===== src/rtl/wb_sram_ctrl_pkg.sv =====
// Shared definitions for the Wishbone-to-async-SRAM controller:
// FSM state encoding, default wait states and SRAM geometry.
package wb_sram_ctrl_pkg;

  // SRAM geometry, shared with the sram256_16 model
  localparam int unsigned SRAM_AB_WIDTH = 18;
  localparam int unsigned SRAM_DW       = 16;
  localparam int unsigned SRAM_WORDS    = 1 << SRAM_AB_WIDTH;

  // Wait-state counter geometry and default strobe stretch
  localparam int unsigned WS_WIDTH      = 4;
  localparam int unsigned WS_DEFAULT    = 1;

  // Controller sequencing states
  typedef enum logic [2:0] {
    ST_IDLE   = 3'd0,
    ST_RD     = 3'd1,
    ST_WSETUP = 3'd2,
    ST_WR     = 3'd3,
    ST_WHOLD  = 3'd4,
    ST_ACK    = 3'd5,
    ST_ERR    = 3'd6
  } state_e;

endpackage


===== src/rtl/wb_sram_ctrl_ws_counter.sv =====
// Wait-state down counter: parallel load, decrement, saturates at zero.
module sram_ws_counter
  import wb_sram_ctrl_pkg::*;
#(
  parameter int unsigned WIDTH = WS_WIDTH
) (
  input  logic             clk_i,
  input  logic             rst_i,
  input  logic             load,
  input  logic [WIDTH-1:0] load_value,
  input  logic             dec,
  output logic             zero
);

  logic [WIDTH-1:0] count;

  // Load has priority; decrement stops at zero so the count never wraps
  always_ff @(posedge clk_i or posedge rst_i) begin
    if (rst_i) begin
      count <= '0;
    end else if (load) begin
      count <= load_value;
    end else if (dec && (count != '0)) begin
      count <= count - 1'b1;
    end
  end

  assign zero = (count == '0);

endmodule


===== src/rtl/wb_sram_ctrl.sv =====
// Wishbone classic slave sequencing a 256k x 16 asynchronous SRAM.
// One bus cycle becomes chip select, output/write enable stretched by
// WAIT_STATES extra cycles, and a write hold cycle. All pins are registered.
module wb_sram_ctrl
  import wb_sram_ctrl_pkg::*;
#(
  parameter int unsigned AB_WIDTH    = SRAM_AB_WIDTH,
  parameter int unsigned ADR_WIDTH   = 24,
  parameter int unsigned WAIT_STATES = WS_DEFAULT
) (
  input  logic                 clk_i,
  input  logic                 rst_i,
  input  logic                 CYC_I,
  input  logic                 STB_I,
  input  logic                 WE_I,
  input  logic [ADR_WIDTH-1:0] ADR_I,
  input  logic [1:0]           SEL_I,
  input  logic [15:0]          DAT_I,
  output logic [15:0]          DAT_O,
  output logic                 ACK_O,
  output logic                 ERR_O,
  output logic [AB_WIDTH-1:0]  sram_addr_o,
  output logic [15:0]          sram_dat_o,
  input  logic [15:0]          sram_dat_i,
  output logic [1:0]           sram_bsel_o,
  output logic                 sram_ncs_o,
  output logic                 sram_noe_o,
  output logic                 sram_nwe_o
);

  state_e state;
  logic   request;
  logic   out_of_range;
  logic   ws_load;
  logic   ws_dec;
  logic   ws_zero;

  assign request      = CYC_I & STB_I;
  // Any address bit above the SRAM word range marks the access as invalid
  assign out_of_range = |(ADR_I >> (AB_WIDTH + 1));

  // Counter is armed when the strobe phase starts: on read accept, and on the
  // setup-to-strobe transition for writes; it only counts during a strobe
  always_comb begin
    ws_load = 1'b0;
    ws_dec  = 1'b0;
    case (state)
      ST_IDLE:   ws_load = request & ~out_of_range & ~WE_I;
      ST_WSETUP: ws_load = 1'b1;
      ST_RD,
      ST_WR:     ws_dec  = 1'b1;
      default:   ;
    endcase
  end

  sram_ws_counter #(
    .WIDTH (WS_WIDTH)
  ) u_ws_counter (
    .clk_i      (clk_i),
    .rst_i      (rst_i),
    .load       (ws_load),
    .load_value (WS_WIDTH'(WAIT_STATES)),
    .dec        (ws_dec),
    .zero       (ws_zero)
  );

  // Access sequencer with registered SRAM strobes and bus responses;
  // ACK_O is gated by CYC_I so an abandoned cycle finishes silently on the SRAM
  always_ff @(posedge clk_i or posedge rst_i) begin
    if (rst_i) begin
      state       <= ST_IDLE;
      sram_ncs_o  <= 1'b1;
      sram_noe_o  <= 1'b1;
      sram_nwe_o  <= 1'b1;
      sram_addr_o <= '0;
      sram_dat_o  <= '0;
      sram_bsel_o <= '0;
      DAT_O       <= '0;
      ACK_O       <= 1'b0;
      ERR_O       <= 1'b0;
    end else begin
      ACK_O <= 1'b0;
      ERR_O <= 1'b0;
      unique case (state)
        ST_IDLE: begin
          if (request) begin
            if (out_of_range) begin
              ERR_O <= 1'b1;
              state <= ST_ERR;
            end else begin
              sram_addr_o <= ADR_I[AB_WIDTH:1];
              sram_bsel_o <= SEL_I;
              sram_ncs_o  <= 1'b0;
              if (WE_I) begin
                sram_dat_o <= DAT_I;
                state      <= ST_WSETUP;
              end else begin
                sram_noe_o <= 1'b0;
                state      <= ST_RD;
              end
            end
          end
        end
        ST_RD: begin
          if (ws_zero) begin
            DAT_O      <= sram_dat_i;
            sram_ncs_o <= 1'b1;
            sram_noe_o <= 1'b1;
            ACK_O      <= CYC_I;
            state      <= ST_ACK;
          end
        end
        ST_WSETUP: begin
          sram_nwe_o <= 1'b0;
          state      <= ST_WR;
        end
        ST_WR: begin
          if (ws_zero) begin
            sram_nwe_o <= 1'b1;
            ACK_O      <= CYC_I;
            state      <= ST_WHOLD;
          end
        end
        ST_WHOLD: begin
          sram_ncs_o <= 1'b1;
          state      <= ST_IDLE;
        end
        ST_ACK: begin
          state <= ST_IDLE;
        end
        ST_ERR: begin
          state <= ST_IDLE;
        end
        default: begin
          state <= ST_IDLE;
        end
      endcase
    end
  end

endmodule

===== config.mk =====
export PLATFORM = sky130hd
export DESIGN_NAME = wb_sram_ctrl
export DESIGN_NICKNAME = d
export VERILOG_FILES = /design/src/rtl/wb_sram_ctrl_pkg.sv /design/src/rtl/wb_sram_ctrl_ws_counter.sv /design/src/rtl/wb_sram_ctrl.sv
export SDC_FILE = /design/constraint.sdc
export NUM_CORES = 1
export LEC_CHECK = 0
export ABC_AREA = 1
export BUFFER_PORTS_ARGS = -buffer_cell sky130_fd_sc_hd__buf_2
export CORE_UTILIZATION = 45
export DETAILED_ROUTE_END_ITERATION = 12
export PLACE_DENSITY = 0.83
export SLEW_MARGIN = 0
export SYNTH_ARGS = -nofsm -noshare
export SYNTH_HDL_FRONTEND = slang
export SYNTH_HIERARCHICAL = 1
export SYNTH_SLANG_ARGS = --single-unit

===== constraint.sdc =====
create_clock -name clk_i -period 2.1 [get_ports clk_i]
set_input_delay 0.21 -clock clk_i [delete_from_list [all_inputs] [get_ports clk_i]]
set_output_delay 0.21 -clock clk_i [all_outputs]
set_load 0.01 [all_outputs]

==> impl_results.md <==
* Outcome: finished, final reports clean
* Leakage power total at roughly 0.0023 uW
* Combinational family with the most area after synthesis: simple AND/OR/NAND/NOR gates
* TritonCTS clock tree: done
* Fill cell instance count of the final layout at roughly 570
* Routed length per placed instance at about 12 um
* Post-DR vias/cell at between 4 and 5
* Unique cell type count in the Yosys netlist at 27
* Detailed-route wire length at between 6 and 7 mm
* # DRC at 0
* Total of buffers placed on input and output ports at between 100 and 150
* Setup Total Neg Slack at 0 ns
* Required arrival time at the worst endpoint at 2.30 ns
* Critical Path Source Type: register
* Max Fclk at between 0.5 and 0.6 GHz
* H-tree lvl count at 3
* Post-synthesis register bit count at 64
* Remaining max-slew budget at the tightest pin at approximately 59%
* Slew at the pin closest to its max-slew limit at around 0.6 ns
* Final number of max-transition violations at 0
* Worst flop-to-flop path endpoint: DAT_O[13]
* Power per cell area at 1150 nW/um2
* Register-to-register setup slack at 0.38 ns
* Data arrival at the endpoint of the critical path at 1.92 ns
* Number of clock buffers inserted by TritonCTS at 9
* Clock-pin slew on the worst setup and hold paths at about 0.08 ns
* Inserted Diodes at 0
* Final ANT Viol Nets at 0
* RSZ-0062 raised after global routing: false
* GR Util All Layers at between 10% and 20%
* Crit Path Category: register to register
* Clock Skew at approximately 0.011 ns
* First-pass GRT wire length at roughly 11 mm
* Maximum clock path buffer count at 2
* Mean instance size in the synthesized netlist at about 9.0 um2
* Final cycle utilization of the critical path at between 80% and 90%
* Vias post-DR at 2,499
* CTS Root Buffer Type: sky130_fd_sc_hd__clkbuf_8
* Area of all sequential standard cells at 1610 um2
* Post-synthesis adder-cell area fraction at less than 1%
* Detailed-routing iteration count for the pre-antenna-repair pass at 4
* Uppermost signal routing layer after detailed routing: met4
* Area of the mapped netlist at ~3000 um2
* Number of DRC markers in iteration 0 at 70
* Final-layout worst hold slack at between 0.1 and 0.15 ns
* Area growth from synthesis to layout at 27.7%
* Pin count of the biggest net entering global routing at 34
* Worst hold-check path type: input pin to register
* Global placer's final weighted congestion at between 0.7 and 0.8
* Overall die width at around 84 um
* Share of cells above drive strength 1 at approximately 42%
* Number of antenna violations at the first check in global routing at 0
* Final hold vios at 0
* Crit path capture type: register
* Full die area at between 7000 and 8000 um2
* Worst vdd rail ir drop at approximately 620 uV
* Area of the multi-input gates at between 1000 and 1500 um2
* Die extent in y at 83.8 um
* Sequential element share of the synthesized area at between 50% and 60%
* Net count, final at between 500 and 600
* Clock latency of the later-clocked register in the worst-skew pair at 0.33 ns
* Mux contribution to synthesized area at 0%
* Post-Synthesis Cells at 334
* CTS sink count at 64
* Critical path startpoint: u_ws_counter/count[0]
* Xor and xnor fraction of the mapped netlist area at 0%
* Simple-gate share of the synthesized area at 25.5%
* Fraction of the mapped netlist area in compound gates at 10.4%
* Number of warnings reported in the yosys synthesis log at 6
* Clock period minus worst slack at 1.72 ns
* Effective utilization at floorplan at 47.1%
* Wire length on met1 at 2.69 mm
* Io pins at between 100 and 150
* Crit path to: DAT_O[13]
* Detail Route met3 WL at 380 um
* Vias in the first global route at 2,419
* Standard-cell row count at 29
* MaxCap Viol Count at 0
* Depth of the most critical reg-to-reg path at 7
* Setup-failing EPs final at 0
* Max Fanout on Critical Path at 33
* Post-detail-place hpwl at between 4 and 5 mm
* R2r startpoint: u_ws_counter/count[0]
* Leftover overflow at the end of global routing at 0
* Met2 WL post-DR at a little over 3 mm
* Core outline area at approximately 6400 um2
==> kinds of logic after synthesis <==
logic type,count (synthesis)
AO/OA/AOI/OAI,37
adder cells (fa/ha/maj),1
buffers and inverters,62
flip-flops,64
other,2
AND/OR/NAND/NOR,168
==> per-stage QoR <==
stage / instance area [um2] / setup slack, ns / utilization [%] / std cells / power, uW
6_report: 3840 / 0.385 / 60.2 / 542 / 4420
5_1_grt: 3840 / 0.252 / 60.2 / 542 / 4780
4_1_cts: 3840 / 0.381 / 60.2 / 542 / 4470
3_5_place_dp: 3640 / 0.394 / 57.1 / 525 / 3460
3_3_place_gp: 3640 / 0.446 / 57.1 / 525 / 3380
2_1_floorplan: 3020 / 0.254 / - / 336 / 2950
==> where the power goes <==
group | internal (uW) | total [uW] | switching, uW
registers | 1580 | 1800 | 220
logic | 650 | 1620 | 968
clock network | 542 | 999 | 457
total | 2780 | 4420 | 1650
==> layer usage <==
metal | vias to the layer above | global-route usage (%)
met5 | - | 0
met3 | 10 | 4.95
met2 | 85 | 31.8
li1 | 1273 | -
met4 | 0 | 8.78
met1 | 1131 | 24.1
==> critical path, stage by stage (launching register included) <==
cell	delay, ns
sky130_fd_sc_hd__dfrtp_1	0.40
sky130_fd_sc_hd__inv_1	0.10
sky130_fd_sc_hd__ha_1	0.21
sky130_fd_sc_hd__nand2_2	0.09
sky130_fd_sc_hd__inv_1	0.16
sky130_fd_sc_hd__nand3_4	0.37
sky130_fd_sc_hd__nand2_1	0.20
sky130_fd_sc_hd__o21ai_2	0.06
==> placed cells by master (no fill, tap or decap) <==
| master | instances |
|---|---|
| sky130_fd_sc_hd__clkinv_2 | 3 |
| sky130_fd_sc_hd__dlygate4sd3_1 | 1 |
| sky130_fd_sc_hd__o21ai_0 | 3 |
| sky130_fd_sc_hd__nand4_1 | 1 |
| sky130_fd_sc_hd__nand3_1 | 29 |
| sky130_fd_sc_hd__and3_1 | 1 |
| sky130_fd_sc_hd__nand2_2 | 8 |
| sky130_fd_sc_hd__a21boi_1 | 1 |
| sky130_fd_sc_hd__o21ai_2 | 32 |
| sky130_fd_sc_hd__nand3b_1 | 2 |
| sky130_fd_sc_hd__dfstp_2 | 3 |
| sky130_fd_sc_hd__nor2_4 | 3 |
| sky130_fd_sc_hd__nor2_1 | 11 |
| sky130_fd_sc_hd__buf_4 | 5 |
| sky130_fd_sc_hd__clkbuf_8 | 9 |
| sky130_fd_sc_hd__conb_1 | 4 |
| sky130_fd_sc_hd__nand2_1 | 107 |
| sky130_fd_sc_hd__buf_2 | 118 |
| sky130_fd_sc_hd__nand2_4 | 2 |
| sky130_fd_sc_hd__clkinvlp_4 | 2 |
| sky130_fd_sc_hd__bufinv_16 | 1 |
| sky130_fd_sc_hd__ha_1 | 1 |
| sky130_fd_sc_hd__nor2_2 | 1 |
| sky130_fd_sc_hd__inv_1 | 43 |
| sky130_fd_sc_hd__nand3_4 | 2 |
| sky130_fd_sc_hd__clkinv_1 | 1 |
| sky130_fd_sc_hd__buf_12 | 1 |
| sky130_fd_sc_hd__a22o_1 | 1 |
| sky130_fd_sc_hd__dfrtp_1 | 61 |
| sky130_fd_sc_hd__clkbuf_1 | 1 |
| sky130_fd_sc_hd__nor3_1 | 1 |
| sky130_fd_sc_hd__inv_2 | 6 |
==> synthesized netlist by cell type <==
| library cell | number | area share (%) |
|---|---|---|
| sky130_fd_sc_hd__buf_12 | 1 | 0.67 |
| sky130_fd_sc_hd__inv_2 | 5 | 0.62 |
| sky130_fd_sc_hd__dfrtp_1 | 61 | 51 |
| sky130_fd_sc_hd__buf_6 | 5 | 1.9 |
| sky130_fd_sc_hd__nand2_4 | 2 | 0.75 |
| sky130_fd_sc_hd__and3_1 | 1 | 0.21 |
| sky130_fd_sc_hd__clkinv_1 | 1 | 0.12 |
| sky130_fd_sc_hd__nor2_2 | 1 | 0.21 |
| sky130_fd_sc_hd__nand2_1 | 107 | 13 |
| sky130_fd_sc_hd__nand2_2 | 8 | 1.7 |
| sky130_fd_sc_hd__nand4_1 | 1 | 0.21 |
| sky130_fd_sc_hd__nor2_1 | 11 | 1.4 |
| sky130_fd_sc_hd__dfstp_2 | 3 | 2.6 |
| sky130_fd_sc_hd__o21ai_2 | 32 | 9.3 |
| sky130_fd_sc_hd__ha_1 | 1 | 0.42 |
| sky130_fd_sc_hd__nand3_1 | 29 | 4.8 |
| sky130_fd_sc_hd__o21ai_0 | 3 | 0.50 |
| sky130_fd_sc_hd__a21boi_1 | 1 | 0.25 |
| sky130_fd_sc_hd__nand3b_1 | 2 | 0.50 |
| sky130_fd_sc_hd__a22o_1 | 1 | 0.29 |
| sky130_fd_sc_hd__buf_4 | 4 | 1.0 |
| sky130_fd_sc_hd__conb_1 | 2 | 0.25 |
| sky130_fd_sc_hd__buf_2 | 2 | 0.33 |
| sky130_fd_sc_hd__nand3_4 | 2 | 1.2 |
| sky130_fd_sc_hd__nor3_1 | 1 | 0.17 |
| sky130_fd_sc_hd__inv_1 | 44 | 5.5 |
| sky130_fd_sc_hd__nor2_4 | 3 | 1.1 |
==> cell type report <==
type / count / share of cell area (%)
clock buffers: 10 / 3.32
inverters: 50 / 4.88
clock inverters: 6 / 1.56
repair buffers: 125 / 17.1
multi-input cells: 210 / 28.8
flip-flops and latches: 64 / 41.8
well taps: 77 / 2.51
==> sequential cells by signal (all words and copies together) (netlist names) <==
signal              count
ACK_O                   1
DAT_O                  16
ERR_O                   1
sram_addr_o            18
sram_bsel_o             2
sram_dat_o             16
sram_ncs_o              1
sram_noe_o              1
sram_nwe_o              1
state                   3
u_ws_counter/count      4
==> worst min-delay path by stage <==
stage | startpoint | end | slack, ns | cells after the start
global placement | rst_i | u_ws_counter/count[1] | 0.12 | 2
floorplan | rst_i | u_ws_counter/count[0] | -0.02 | 1
CTS | DAT_I[2] | sram_dat_o[2] | 0.11 | 3
global route | DAT_I[9] | sram_dat_o[9] | 0.10 | 3
finish | DAT_I[2] | sram_dat_o[2] | 0.11 | 3
detailed placement | rst_i | u_ws_counter/count[1] | 0.12 | 2
==> what timing repair did <==
item                                   in CTS  in global routing
setup endpoints to repair                   0                  0
gates resized for setup                     0                  0
setup buffers                               0                  0
endpoints found under the hold margin      27                  0
hold buffers                                1                  0
Note: power is estimated with default switching activity, not from simulation.
